### src/rtl/axi4_burst_master_if.sv
// AXI4 burst bus (AR/R/AW/W/B channels) between axi4_burst_master and memory.
// The master modport is used by axi4_burst_master. The slave modport is the memory side.
interface axi4_burst_master_if #(
    parameter int ADDR_WIDTH     = 64,
    parameter int AXI_DATA_WIDTH = 64
);
    // Read address channel
    logic                        arvalid;
    logic                        arready;
    logic [ADDR_WIDTH-1:0]       araddr;
    logic [7:0]                  arlen;
    logic [2:0]                  arsize;
    logic [1:0]                  arburst;
    // Read data channel
    logic                        rvalid;
    logic                        rready;
    logic [AXI_DATA_WIDTH-1:0]   rdata;
    logic [1:0]                  rresp;
    logic                        rlast;
    // Write address channel
    logic                        awvalid;
    logic                        awready;
    logic [ADDR_WIDTH-1:0]       awaddr;
    logic [7:0]                  awlen;
    logic [2:0]                  awsize;
    logic [1:0]                  awburst;
    // Write data channel
    logic                        wvalid;
    logic                        wready;
    logic [AXI_DATA_WIDTH-1:0]   wdata;
    logic [AXI_DATA_WIDTH/8-1:0] wstrb;
    logic                        wlast;
    // Write response channel
    logic                        bvalid;
    logic                        bready;
    logic [1:0]                  bresp;

    modport master (
        output arvalid, araddr, arlen, arsize, arburst,
        input  arready,
        input  rvalid, rdata, rresp, rlast,
        output rready,
        output awvalid, awaddr, awlen, awsize, awburst,
        input  awready,
        output wvalid, wdata, wstrb, wlast,
        input  wready,
        input  bvalid, bresp,
        output bready
    );

    modport slave (
        input  arvalid, araddr, arlen, arsize, arburst,
        output arready,
        output rvalid, rdata, rresp, rlast,
        input  rready,
        input  awvalid, awaddr, awlen, awsize, awburst,
        output awready,
        input  wvalid, wdata, wstrb, wlast,
        output wready,
        output bvalid, bresp,
        input  bready
    );
endinterface

### src/rtl/axi4_burst_master.sv
// axi4_burst_master: turns one cache-block request from the core into a single
// AXI4 INCR burst of BLOCK_WIDTH/AXI_DATA_WIDTH beats and pulses o_axi_done once.
// Optional feature macro: AXI_ERR_CHECK_EN. When it is defined, o_axi_err becomes
// a sticky flag for non-OKAY responses and for rlast on the wrong beat. When it is
// undefined, o_axi_err is tied to 0.
module axi4_burst_master #(
    parameter int ADDR_WIDTH     = 64,
    parameter int BLOCK_WIDTH    = 512,
    parameter int AXI_DATA_WIDTH = 64
) (
    input  logic                   i_clk,
    input  logic                   i_arst,
    input  logic                   i_axi_read_start,
    input  logic                   i_axi_write_start,
    input  logic [ADDR_WIDTH-1:0]  i_axi_addr,
    input  logic [BLOCK_WIDTH-1:0] i_data_block,
    output logic [BLOCK_WIDTH-1:0] o_data_block,
    output logic                   o_axi_done,
    output logic                   o_axi_err,
    axi4_burst_master_if.master    bus
);

    localparam int BEATS  = BLOCK_WIDTH / AXI_DATA_WIDTH;
    localparam int BEAT_W = (BEATS > 1) ? $clog2(BEATS) : 1;
    localparam int OFFS_W = $clog2(BLOCK_WIDTH / 8);
    localparam int SIZE   = $clog2(AXI_DATA_WIDTH / 8);
    localparam logic [BEAT_W-1:0] LAST_BEAT = BEAT_W'(BEATS - 1);

    typedef enum logic [2:0] {
        IDLE,
        RD_ADDR,
        RD_DATA,
        WR,
        WR_RESP,
        DONE
    } state_t;

    state_t                 state_q, state_d;
    logic [ADDR_WIDTH-1:0]  addr_q;
    logic [BLOCK_WIDTH-1:0] wbuf_q;
    logic [BLOCK_WIDTH-1:0] rblock_q;
    logic [BEAT_W-1:0]      beat_q;
    logic                   aw_done_q;
    logic                   w_done_q;

    logic                   arvalid_c, rready_c, awvalid_c, wvalid_c, wlast_c, bready_c;
    logic                   done_c;
    logic [ADDR_WIDTH-1:0]  aligned_addr;

    // Block-aligned request address: the byte offset inside the block is dropped.
    assign aligned_addr = {i_axi_addr[ADDR_WIDTH-1:OFFS_W], {OFFS_W{1'b0}}};

    logic unused_addr_bits;
    assign unused_addr_bits = ^i_axi_addr[OFFS_W-1:0];

    // State register.
    // NOTE: sequential state uses non-blocking assignments so every register
    // samples pre-edge values, independent of statement order.
    always_ff @(posedge i_clk or posedge i_arst) begin
        if (i_arst) begin
            state_q <= IDLE;
        end else begin
            state_q <= state_d;
        end
    end

    // Next-state and handshake outputs decoded from the current state.
    // NOTE: every signal gets a default first, so no path leaves one unassigned
    // and no latch is inferred.
    always_comb begin
        state_d   = state_q;
        arvalid_c = 1'b0;
        rready_c  = 1'b0;
        awvalid_c = 1'b0;
        wvalid_c  = 1'b0;
        wlast_c   = 1'b0;
        bready_c  = 1'b0;
        done_c    = 1'b0;
        unique case (state_q)
            IDLE: begin
                if (i_axi_write_start) begin
                    state_d = WR;
                end else if (i_axi_read_start) begin
                    state_d = RD_ADDR;
                end
            end
            RD_ADDR: begin
                arvalid_c = 1'b1;
                if (bus.arready) begin
                    state_d = RD_DATA;
                end
            end
            RD_DATA: begin
                rready_c = 1'b1;
                if (bus.rvalid && beat_q == LAST_BEAT) begin
                    state_d = DONE;
                end
            end
            WR: begin
                awvalid_c = !aw_done_q;
                wvalid_c  = !w_done_q;
                wlast_c   = !w_done_q && (beat_q == LAST_BEAT);
                // AW and the last W beat may finish in either order or together.
                if ((aw_done_q || bus.awready) &&
                    (w_done_q || (bus.wready && beat_q == LAST_BEAT))) begin
                    state_d = WR_RESP;
                end
            end
            WR_RESP: begin
                bready_c = 1'b1;
                if (bus.bvalid) begin
                    state_d = DONE;
                end
            end
            DONE: begin
                // One idle-bound cycle so the core can drop its start request first.
                done_c  = 1'b1;
                state_d = IDLE;
            end
            default: state_d = IDLE;
        endcase
    end

    // Request capture, beat counting, channel completion flags and read assembly.
    // NOTE: the wide block registers are reset as well, so no data from an
    // interrupted burst is visible after reset.
    always_ff @(posedge i_clk or posedge i_arst) begin
        if (i_arst) begin
            addr_q    <= '0;
            wbuf_q    <= '0;
            rblock_q  <= '0;
            beat_q    <= '0;
            aw_done_q <= 1'b0;
            w_done_q  <= 1'b0;
        end else begin
            unique case (state_q)
                IDLE: begin
                    beat_q    <= '0;
                    aw_done_q <= 1'b0;
                    w_done_q  <= 1'b0;
                    if (i_axi_write_start) begin
                        addr_q <= aligned_addr;
                        wbuf_q <= i_data_block;
                    end else if (i_axi_read_start) begin
                        addr_q <= aligned_addr;
                    end
                end
                RD_DATA: begin
                    if (bus.rvalid) begin
                        rblock_q[int'(beat_q)*AXI_DATA_WIDTH +: AXI_DATA_WIDTH] <= bus.rdata;
                        if (beat_q != LAST_BEAT) begin
                            beat_q <= beat_q + BEAT_W'(1);
                        end
                    end
                end
                WR: begin
                    if (awvalid_c && bus.awready) begin
                        aw_done_q <= 1'b1;
                    end
                    if (wvalid_c && bus.wready) begin
                        if (beat_q == LAST_BEAT) begin
                            w_done_q <= 1'b1;
                        end else begin
                            beat_q <= beat_q + BEAT_W'(1);
                        end
                    end
                end
                default: ;
            endcase
        end
    end

`ifdef AXI_ERR_CHECK_EN
    logic err_q;

    // Sticky error flag: any non-OKAY response or rlast on the wrong beat.
    always_ff @(posedge i_clk or posedge i_arst) begin
        if (i_arst) begin
            err_q <= 1'b0;
        end else if (state_q == RD_DATA && bus.rvalid &&
                     (bus.rresp != 2'b00 || bus.rlast != (beat_q == LAST_BEAT))) begin
            err_q <= 1'b1;
        end else if (state_q == WR_RESP && bus.bvalid && bus.bresp != 2'b00) begin
            err_q <= 1'b1;
        end
    end

    assign o_axi_err = err_q;
`else
    logic unused_resp;
    assign unused_resp = ^{bus.rresp, bus.rlast, bus.bresp};
    assign o_axi_err   = 1'b0;
`endif

    assign o_data_block = rblock_q;
    assign o_axi_done   = done_c;

    assign bus.arvalid  = arvalid_c;
    assign bus.araddr   = addr_q;
    assign bus.arlen    = 8'(BEATS - 1);
    assign bus.arsize   = 3'(SIZE);
    assign bus.arburst  = 2'b01;
    assign bus.rready   = rready_c;

    assign bus.awvalid  = awvalid_c;
    assign bus.awaddr   = addr_q;
    assign bus.awlen    = 8'(BEATS - 1);
    assign bus.awsize   = 3'(SIZE);
    assign bus.awburst  = 2'b01;
    assign bus.wvalid   = wvalid_c;
    assign bus.wdata    = wbuf_q[int'(beat_q)*AXI_DATA_WIDTH +: AXI_DATA_WIDTH];
    assign bus.wstrb    = '1;
    assign bus.wlast    = wlast_c;
    assign bus.bready   = bready_c;

endmodule

### src/flat_wrapper.sv
// flat-port wrapper written by rule: the top's interface ports become plain ports
module axi4_burst_master_flat 
#(
    parameter int ADDR_WIDTH     = 64,
    parameter int BLOCK_WIDTH    = 512,
    parameter int AXI_DATA_WIDTH = 64
)
  (i_clk, i_arst, i_axi_read_start, i_axi_write_start, i_axi_addr, i_data_block, o_data_block, o_axi_done, o_axi_err, bus_arvalid, bus_araddr, bus_arlen, bus_arsize, bus_arburst, bus_arready, bus_rvalid, bus_rdata, bus_rresp, bus_rlast, bus_rready, bus_awvalid, bus_awaddr, bus_awlen, bus_awsize, bus_awburst, bus_awready, bus_wvalid, bus_wdata, bus_wstrb, bus_wlast, bus_wready, bus_bvalid, bus_bresp, bus_bready);
  axi4_burst_master_if #(.ADDR_WIDTH(ADDR_WIDTH), .AXI_DATA_WIDTH(AXI_DATA_WIDTH)) bus_i ();
  input  logic i_clk;
  input  logic i_arst;
  input  logic i_axi_read_start;
  input  logic i_axi_write_start;
  input  logic [ADDR_WIDTH-1:0] i_axi_addr;
  input  logic [BLOCK_WIDTH-1:0] i_data_block;
  output logic [BLOCK_WIDTH-1:0] o_data_block;
  output logic o_axi_done;
  output logic o_axi_err;
  output wire logic [$bits(bus_i.arvalid)-1:0] bus_arvalid;
  output wire logic [$bits(bus_i.araddr)-1:0] bus_araddr;
  output wire logic [$bits(bus_i.arlen)-1:0] bus_arlen;
  output wire logic [$bits(bus_i.arsize)-1:0] bus_arsize;
  output wire logic [$bits(bus_i.arburst)-1:0] bus_arburst;
  input wire logic [$bits(bus_i.arready)-1:0] bus_arready;
  input wire logic [$bits(bus_i.rvalid)-1:0] bus_rvalid;
  input wire logic [$bits(bus_i.rdata)-1:0] bus_rdata;
  input wire logic [$bits(bus_i.rresp)-1:0] bus_rresp;
  input wire logic [$bits(bus_i.rlast)-1:0] bus_rlast;
  output wire logic [$bits(bus_i.rready)-1:0] bus_rready;
  output wire logic [$bits(bus_i.awvalid)-1:0] bus_awvalid;
  output wire logic [$bits(bus_i.awaddr)-1:0] bus_awaddr;
  output wire logic [$bits(bus_i.awlen)-1:0] bus_awlen;
  output wire logic [$bits(bus_i.awsize)-1:0] bus_awsize;
  output wire logic [$bits(bus_i.awburst)-1:0] bus_awburst;
  input wire logic [$bits(bus_i.awready)-1:0] bus_awready;
  output wire logic [$bits(bus_i.wvalid)-1:0] bus_wvalid;
  output wire logic [$bits(bus_i.wdata)-1:0] bus_wdata;
  output wire logic [$bits(bus_i.wstrb)-1:0] bus_wstrb;
  output wire logic [$bits(bus_i.wlast)-1:0] bus_wlast;
  input wire logic [$bits(bus_i.wready)-1:0] bus_wready;
  input wire logic [$bits(bus_i.bvalid)-1:0] bus_bvalid;
  input wire logic [$bits(bus_i.bresp)-1:0] bus_bresp;
  output wire logic [$bits(bus_i.bready)-1:0] bus_bready;
  assign bus_arvalid = bus_i.arvalid;
  assign bus_araddr = bus_i.araddr;
  assign bus_arlen = bus_i.arlen;
  assign bus_arsize = bus_i.arsize;
  assign bus_arburst = bus_i.arburst;
  assign bus_i.arready = bus_arready;
  assign bus_i.rvalid = bus_rvalid;
  assign bus_i.rdata = bus_rdata;
  assign bus_i.rresp = bus_rresp;
  assign bus_i.rlast = bus_rlast;
  assign bus_rready = bus_i.rready;
  assign bus_awvalid = bus_i.awvalid;
  assign bus_awaddr = bus_i.awaddr;
  assign bus_awlen = bus_i.awlen;
  assign bus_awsize = bus_i.awsize;
  assign bus_awburst = bus_i.awburst;
  assign bus_i.awready = bus_awready;
  assign bus_wvalid = bus_i.wvalid;
  assign bus_wdata = bus_i.wdata;
  assign bus_wstrb = bus_i.wstrb;
  assign bus_wlast = bus_i.wlast;
  assign bus_i.wready = bus_wready;
  assign bus_i.bvalid = bus_bvalid;
  assign bus_i.bresp = bus_bresp;
  assign bus_bready = bus_i.bready;
  axi4_burst_master #(.ADDR_WIDTH(ADDR_WIDTH), .BLOCK_WIDTH(BLOCK_WIDTH), .AXI_DATA_WIDTH(AXI_DATA_WIDTH)) u_core (.i_clk(i_clk), .i_arst(i_arst), .i_axi_read_start(i_axi_read_start), .i_axi_write_start(i_axi_write_start), .i_axi_addr(i_axi_addr), .i_data_block(i_data_block), .o_data_block(o_data_block), .o_axi_done(o_axi_done), .o_axi_err(o_axi_err), .bus(bus_i));
endmodule
### config.mk
export PLATFORM = sky130hd
export DESIGN_NAME = axi4_burst_master_flat
export DESIGN_NICKNAME = d
export VERILOG_FILES = /design/src/rtl/axi4_burst_master_if.sv /design/src/rtl/axi4_burst_master.sv /design/src/flat_wrapper.sv
export SDC_FILE = /design/constraint.sdc
export NUM_CORES = 2
export LEC_CHECK = 0
export ABC_CLOCK_PERIOD_IN_PS = 44900
export CORE_AREA = 2 2 551 553
export DETAILED_ROUTE_END_ITERATION = 7
export DIE_AREA = 0 0 553 555
export GPL_ROUTABILITY_DRIVEN = 0
export MAX_ROUTING_LAYER = met4
export SKIP_CTS_REPAIR_TIMING = 1
export SYNTH_ARGS = -nofsm -noshare
export SYNTH_HDL_FRONTEND = slang
export SYNTH_SLANG_ARGS = --single-unit
### constraint.sdc
create_clock -name i_clk -period 44.9 [get_ports i_clk]
set_input_delay 11.225 -clock i_clk [delete_from_list [all_inputs] [get_ports i_clk]]
set_output_delay 11.225 -clock i_clk [all_outputs]
set_load 0.02 [all_outputs]
# [After elaboration in Yosys (flattened, before gate mapping)]
# Index checks and enable logic that the tools add are counted.
[classes] add_sub_neg=2 n_eq_ne=18 shifts=3 mux=27 n_reduce_logical=21
[op_table] op="$bwmux W512" count=1
[op_table] op="$shift A64 B33 Y512 const A" count=1
[op_table] op="$shiftx A512 B10 Y64" count=1
[op_table] op="$shiftx A64 B33 Y512" count=1
[op_table] op="$mux W64" count=2
[op_table] op="$neg A9 Y33" count=1
[op_table] op="$mux W3" count=10
[op_table] op="$pmux W3 S5" count=1
[op_table] op="$ne A2 B1 Y1 const B" count=6
[op_table] op="$mux W1" count=10
[op_table] op="$reduce_and A5 Y1" count=2
[op_table] op="$eq A3 B3 Y1 const B" count=3
[op_table] op="$pmux W3 S3" count=1
[op_table] op="$ne A2 B2 Y1 const B" count=4
[op_table] op="$reduce_and A2 Y1" count=4
[op_table] op="$eq A3 B2 Y1 const B" count=2
[op_table] op="$logic_and A1 B1 Y1" count=6
[op_table] op="$ne A3 B3 Y1 const B" count=2
[op_table] op="$pmux W1 S2" count=2
[op_table] op="$reduce_bool A2 Y1" count=2
[op_table] op="$add A3 B1 Y3 const B" count=1
[op_table] op="$eq A3 B1 Y1 const B" count=1
[op_table] op="$logic_not A3 Y1" count=1
[op_table] op="$reduce_and A3 Y1" count=1
[op_table] op="3 further kinds" count=5
[totals] reg_bits=1096 in_bits=654 output_inout_bits=746 elab_cells=78

# [Logic depth before layout (Yosys ltp)]
[logic_depth] word_depth=6 mapped_depth=13 mapped_depth_nobuf=7

# [Worst setup path before layout]
# Ideal clock, no wire load.
[synth_path] kind="flip-flop to output port" from="register u_core.beat_q[0]" to="output port bus_wdata[56]" arrival_time_ns=1.803 t_required_ns=33.675 slack_ns=31.872 path_stages_with_launch=7 n_path_buf=3 path_cell_list="dfrtp_1 > buf_2 > clkbuf_1 > buf_2 > mux4_2 > nand2_1 > nand2_1"
[synth_between] elab_chain_cells=1
[synth_lines] item="start: declaration" line_no="axi4_burst_master.sv:42" rtl="logic [BEAT_W-1:0] beat_q;"
[synth_lines] item="start signal: assignment" line_no="axi4_burst_master.sv:152" rtl="beat_q <= beat_q + BEAT_W'(1);"
[synth_lines] item="start signal: assignment" line_no="axi4_burst_master.sv:164" rtl="beat_q <= beat_q + BEAT_W'(1);"
[synth_lines] item="$shiftx A512 B10 Y64" line_no="axi4_burst_master.sv:211" rtl="assign bus.wdata = wbuf_q[int'(beat_q)*AXI_DATA_WIDTH +: AXI_DATA_WIDTH];"
[synth_lines] item="end: declaration" line_no="flat_wrapper.sv:37" rtl="output wire logic [$bits(bus_i.wdata)-1:0] bus_wdata;"
# No other way between the ends.

# [Worst setup path after layout]
[layout_path] from="register u_core.beat_q[0]" to="output port bus_wdata[48]"
# The elaborated chain is that of the path after synthesis.

==> reports/results.txt <==
The initial DRC count is 2144. Setup violation total in the final timing report: 0. Global routing finished with a remaining overflow of 0. The flow ran to the end, and the final reports show no timing, DRC or antenna violations.

The buffer depth of the longest clock path came out at 4. Counting distinct cell types in the post-synthesis netlist gives 45. The worst setup path category is reg2out. The tools report the number of top-level pins as 1400.

In this run the power spent charging and discharging nets is 1520 uW. The run gives 0.154 as the initial cell density of the core. The largest clock skew in the final design was 55.9 ps; the via count of the first global-routing pass was 34500. The share of flip-flops with an asynchronous set or reset was 1.00; the global-route track usage on met2 was 0.229. The detailed-route wire length per cell is 24.2 microns. The tools report the internal power as 2780 uW. After synthesis, the cell types taking the most area are sky130_fd_sc_hd__dfrtp_1 59%, sky130_fd_sc_hd__mux2_2 18%, sky130_fd_sc_hd__mux4_2 6.2%. Type of destination of the critical path: a primary output. The smallest clock period supported by the final layout is computed as 16040 ps. The clock tree root buffer cell is sky130_fd_sc_hd__clkbuf_16.

For the number of placed instances with taps included, the log shows 8500. Cell taking the most area after synthesis: sky130_fd_sc_hd__dfrtp_1. The share of the clock period used by the worst path after layout was 0.357; the part of the total power dissipated in sequential elements was 0.356.

Fill cells in the final layout number 31900. Summing every instance area after synthesis gives 0.0465 sq mm. Among all cell types in the netlist, the one instantiated most often is sky130_fd_sc_hd__dfrtp_1. The endpoint arrival time on the critical path is 4820 ps, and the clock network fraction of total power is 0.257.

Port buffering added 1341 buffers. The switching fraction of total power works out to 0.354. The cell type with the highest occurrence count on the critical path was sky130_fd_sc_hd__nand2_1. The tools report the combinational share of power as 0.387.

The power per unit of standard cell area is 63.1 mW/mm^2, and the clock latency of the later-clocked register in the worst-skew pair is 790 ps. The area growth from synthesis to layout is 46.7%. The run gives 0.586 as the sequential share of the synthesized area. On the worst path, the slowest cell contributes a delay of 930 ps.

The path class of the tightest hold or removal check is reg2reg. STA classifies the critical path startpoint as a register. After routing, the total negative slack on setup checks comes to 0 ps. The total of flip-flops plus latches after synthesis came out at 1090.

Among all flip-flop cells after synthesis, the most frequent one is sky130_fd_sc_hd__dfrtp_1. The global-route met3 utilization was 0.0436; the number of nets with antenna violations after detailed routing was 0. At the end of the flow, the number of nets in the layout was 5317. The total global-route track usage was 0.138; the pin count of the biggest net entering global routing was 147. For the overall die area, the log shows 0.307 sq mm.

The achievable frequency is 62.3 MHz. The worst-case IR drop observed on VDD is 0.0000389 V. The run gives 290 mm as the wire length of the first global-routing pass.

Summed over all cells, the static leakage comes to 0.0279 uW. Among all stages on the critical path, the largest delay is contributed by sky130_fd_sc_hd__dfrtp_4. The portion of synthesized cell area occupied by the leading cell type came out at 0.586.

The routing usage on met1 came out at 0.159. The mean cell area of the mapped netlist is 13.7 sq um. Dividing the detail-routed via count by the number of cells gives 3.78. The area of the core region is 0.301 sq mm.

Measured along the y axis, the die boundary spans 555 microns. The number of buffers and inverters on the critical path was 3. Yosys mapped a number of flops with a built-in enable equal to 0. For the post-detailed-placement half-perimeter wirelength, the log shows 166 mm. The H-tree generated during clock tree synthesis spans 4 levels.

For the overall routed net length, the log shows 213 mm. The layer flagged by global routing as most heavily used is met2. Among cell families on the critical path, the largest total delay comes from buffers and inverters. The cell row count was 202.

Max-cap violations in this run came to 0. The post-CTS clock slew at the launch and capture registers of the worst setup and hold paths was 60 ps. TritonCTS built the clock tree. The final hold violation count is 0.

The pre-antenna-repair detailed-routing pass consisted of 7 iterations. The logs give 8781 for the final instance count without filler cells and 85 for the initial antenna violation count. Measured along the x axis, the die boundary spans 553 microns.

Buffers inserted during clock tree synthesis total 135. For this run, design rule violations remaining after detail routing come to 0. The headroom to the max-slew limit came out at 0.202. The signal on the critical path passes through buf_12, buf_4, mux4_2, nand2_1, nand2_1, clkdlybuf4s50_1. For the required time of the worst setup path, the log shows 33680 ps. At the pin with the least slew margin, the transition time is 1190 ps. Setup repair after global routing left no endpoint under its margin.

Detailed-route via count: 33200. The synthesized instance count was 3403; the fraction of final layout cells sized beyond drive strength 1 was 0.254. The commonest cells after synthesis are 1090 x sky130_fd_sc_hd__dfrtp_1, 739 x sky130_fd_sc_hd__mux2_2, 624 x sky130_fd_sc_hd__nand2_1, 140 x sky130_fd_sc_hd__o21ai_0, 131 x sky130_fd_sc_hd__buf_4.

In this run the worst path has a maximum fanout of 69. The Yosys step of the flow raised 0 warnings. The logs give 0 for the count of pins over their slew limit and 1090 for the clock sink count.
sequential cells by signal (all words and copies together), names as in the netlist:
signal / count
u_core.w_done_q: 1
u_core.o_data_block: 512
u_core.wbuf_q: 512
u_core.bus.araddr: 58
u_core.beat_q: 3
u_core.aw_done_q: 1
u_core.state_q: 3
power groups by stage:
stage | logic, uW | clock network [uW] | registers [uW]
final | 1670 | 1110 | 1530
after global routing | 1770 | 1180 | 1570
after CTS | 1710 | 1140 | 1540
after detailed placement | 1700 | 0 | 1550
after global placement | 1680 | 0 | 1530
after floorplan | 927 | 0 | 1550
placed cells by master (no fill, tap or decap), types with 4 or more instances in the layout:
master                            count
sky130_fd_sc_hd__clkinv_2            14
sky130_fd_sc_hd__o21ai_0            140
sky130_fd_sc_hd__diode_2             46
sky130_fd_sc_hd__buf_4               51
sky130_fd_sc_hd__nand3_1             10
sky130_fd_sc_hd__clkbuf_8            22
sky130_fd_sc_hd__o31ai_1             45
sky130_fd_sc_hd__and2_0              35
sky130_fd_sc_hd__bufinv_16            7
sky130_fd_sc_hd__mux2_1              48
sky130_fd_sc_hd__nor3_1               4
sky130_fd_sc_hd__nand2_1            624
sky130_fd_sc_hd__mux2_2             739
sky130_fd_sc_hd__clkinvlp_4           8
sky130_fd_sc_hd__mux2_4              60
sky130_fd_sc_hd__inv_1                5
sky130_fd_sc_hd__clkbuf_1            28
sky130_fd_sc_hd__clkbuf_16          135
sky130_fd_sc_hd__inv_6                8
sky130_fd_sc_hd__ha_1                 4
sky130_fd_sc_hd__clkinv_8             4
sky130_fd_sc_hd__conb_1              47
sky130_fd_sc_hd__inv_16               4
sky130_fd_sc_hd__mux4_2             128
sky130_fd_sc_hd__and2_1              94
sky130_fd_sc_hd__nor2_4               6
sky130_fd_sc_hd__nor2_1              12
sky130_fd_sc_hd__dfrtp_1           1087
sky130_fd_sc_hd__clkdlybuf4s50_1   1341
kinds of logic (layout without fill, tap and decap cells):
logic type      count (synthesis)  in the layout  synth area share
flops                        1090           1090             0.586
other cells                     2             93          0.000161
buf+inv                       328           1637            0.0416
simple gates                  806            806            0.0745
compound gates                196            196            0.0242
mux                           977            977             0.272
fa+ha+maj                       4              4           0.00108
final cells by class:
cell class	count	area, sq um	area share
Clock buffer	185	3790	0.0555
Sequential cell	1090	27300	0.400
Antenna cell	46	115	0.00169
Timing Repair Buffer	1395	13900	0.203
Tap cell	3978	4980	0.0729
Multi-Input combinational cell	2030	17600	0.257
Inverter	7	36.3	0.000532
Clock inverter	50	604	0.00886
metrics by stage:
| stage | area, sq um | total power (uW) | utilization | setup slack (ps) | hold WS (ps) |
|---|---|---|---|---|---|
| final | 68200 | 4310 | 0.226 | 28860 | 473 |
| after global routing | 68200 | 4530 | 0.226 | 28430 | 492 |
| after CTS | 68100 | 4380 | 0.226 | 28570 | 474 |
| after detailed placement | 63700 | 3250 | 0.212 | 28230 | 459 |
| after global placement | 63700 | 3210 | 0.212 | 28290 | 461 |
| after floorplan | 46700 | 2480 | - | 2990 | 453 |
worst min-delay path, cell delays in order (launching register included):
cell                      delay, ps
sky130_fd_sc_hd__dfrtp_1        340
sky130_fd_sc_hd__nand2_1         50
sky130_fd_sc_hd__nand2_1         50
worst paths after layout:
path                                           from                        to  slack, ps  depth (start not counted)
max                                u_core.beat_q[0]             bus_wdata[48]      28860                          6
min                        u_core.o_data_block[448]  u_core.o_data_block[448]        470                          2
max in group asynchronous                    i_arst        u_core.wbuf_q[244]      30060                          6
min in group asynchronous                    i_arst        u_core.wbuf_q[351]      10970                          2
max reg2reg                       u_core.state_q[0]         u_core.wbuf_q[53]      38870                          7
min reg2reg                u_core.o_data_block[448]  u_core.o_data_block[448]        470                          2
routing by layer:
layer,vias up,part of all wire
li1,14300,-
met4,0,0.029
met5,-,0
met2,1452,0.49
met1,17200,0.40
met3,286,0.083
Note: power is estimated with default switching activity, not from simulation.
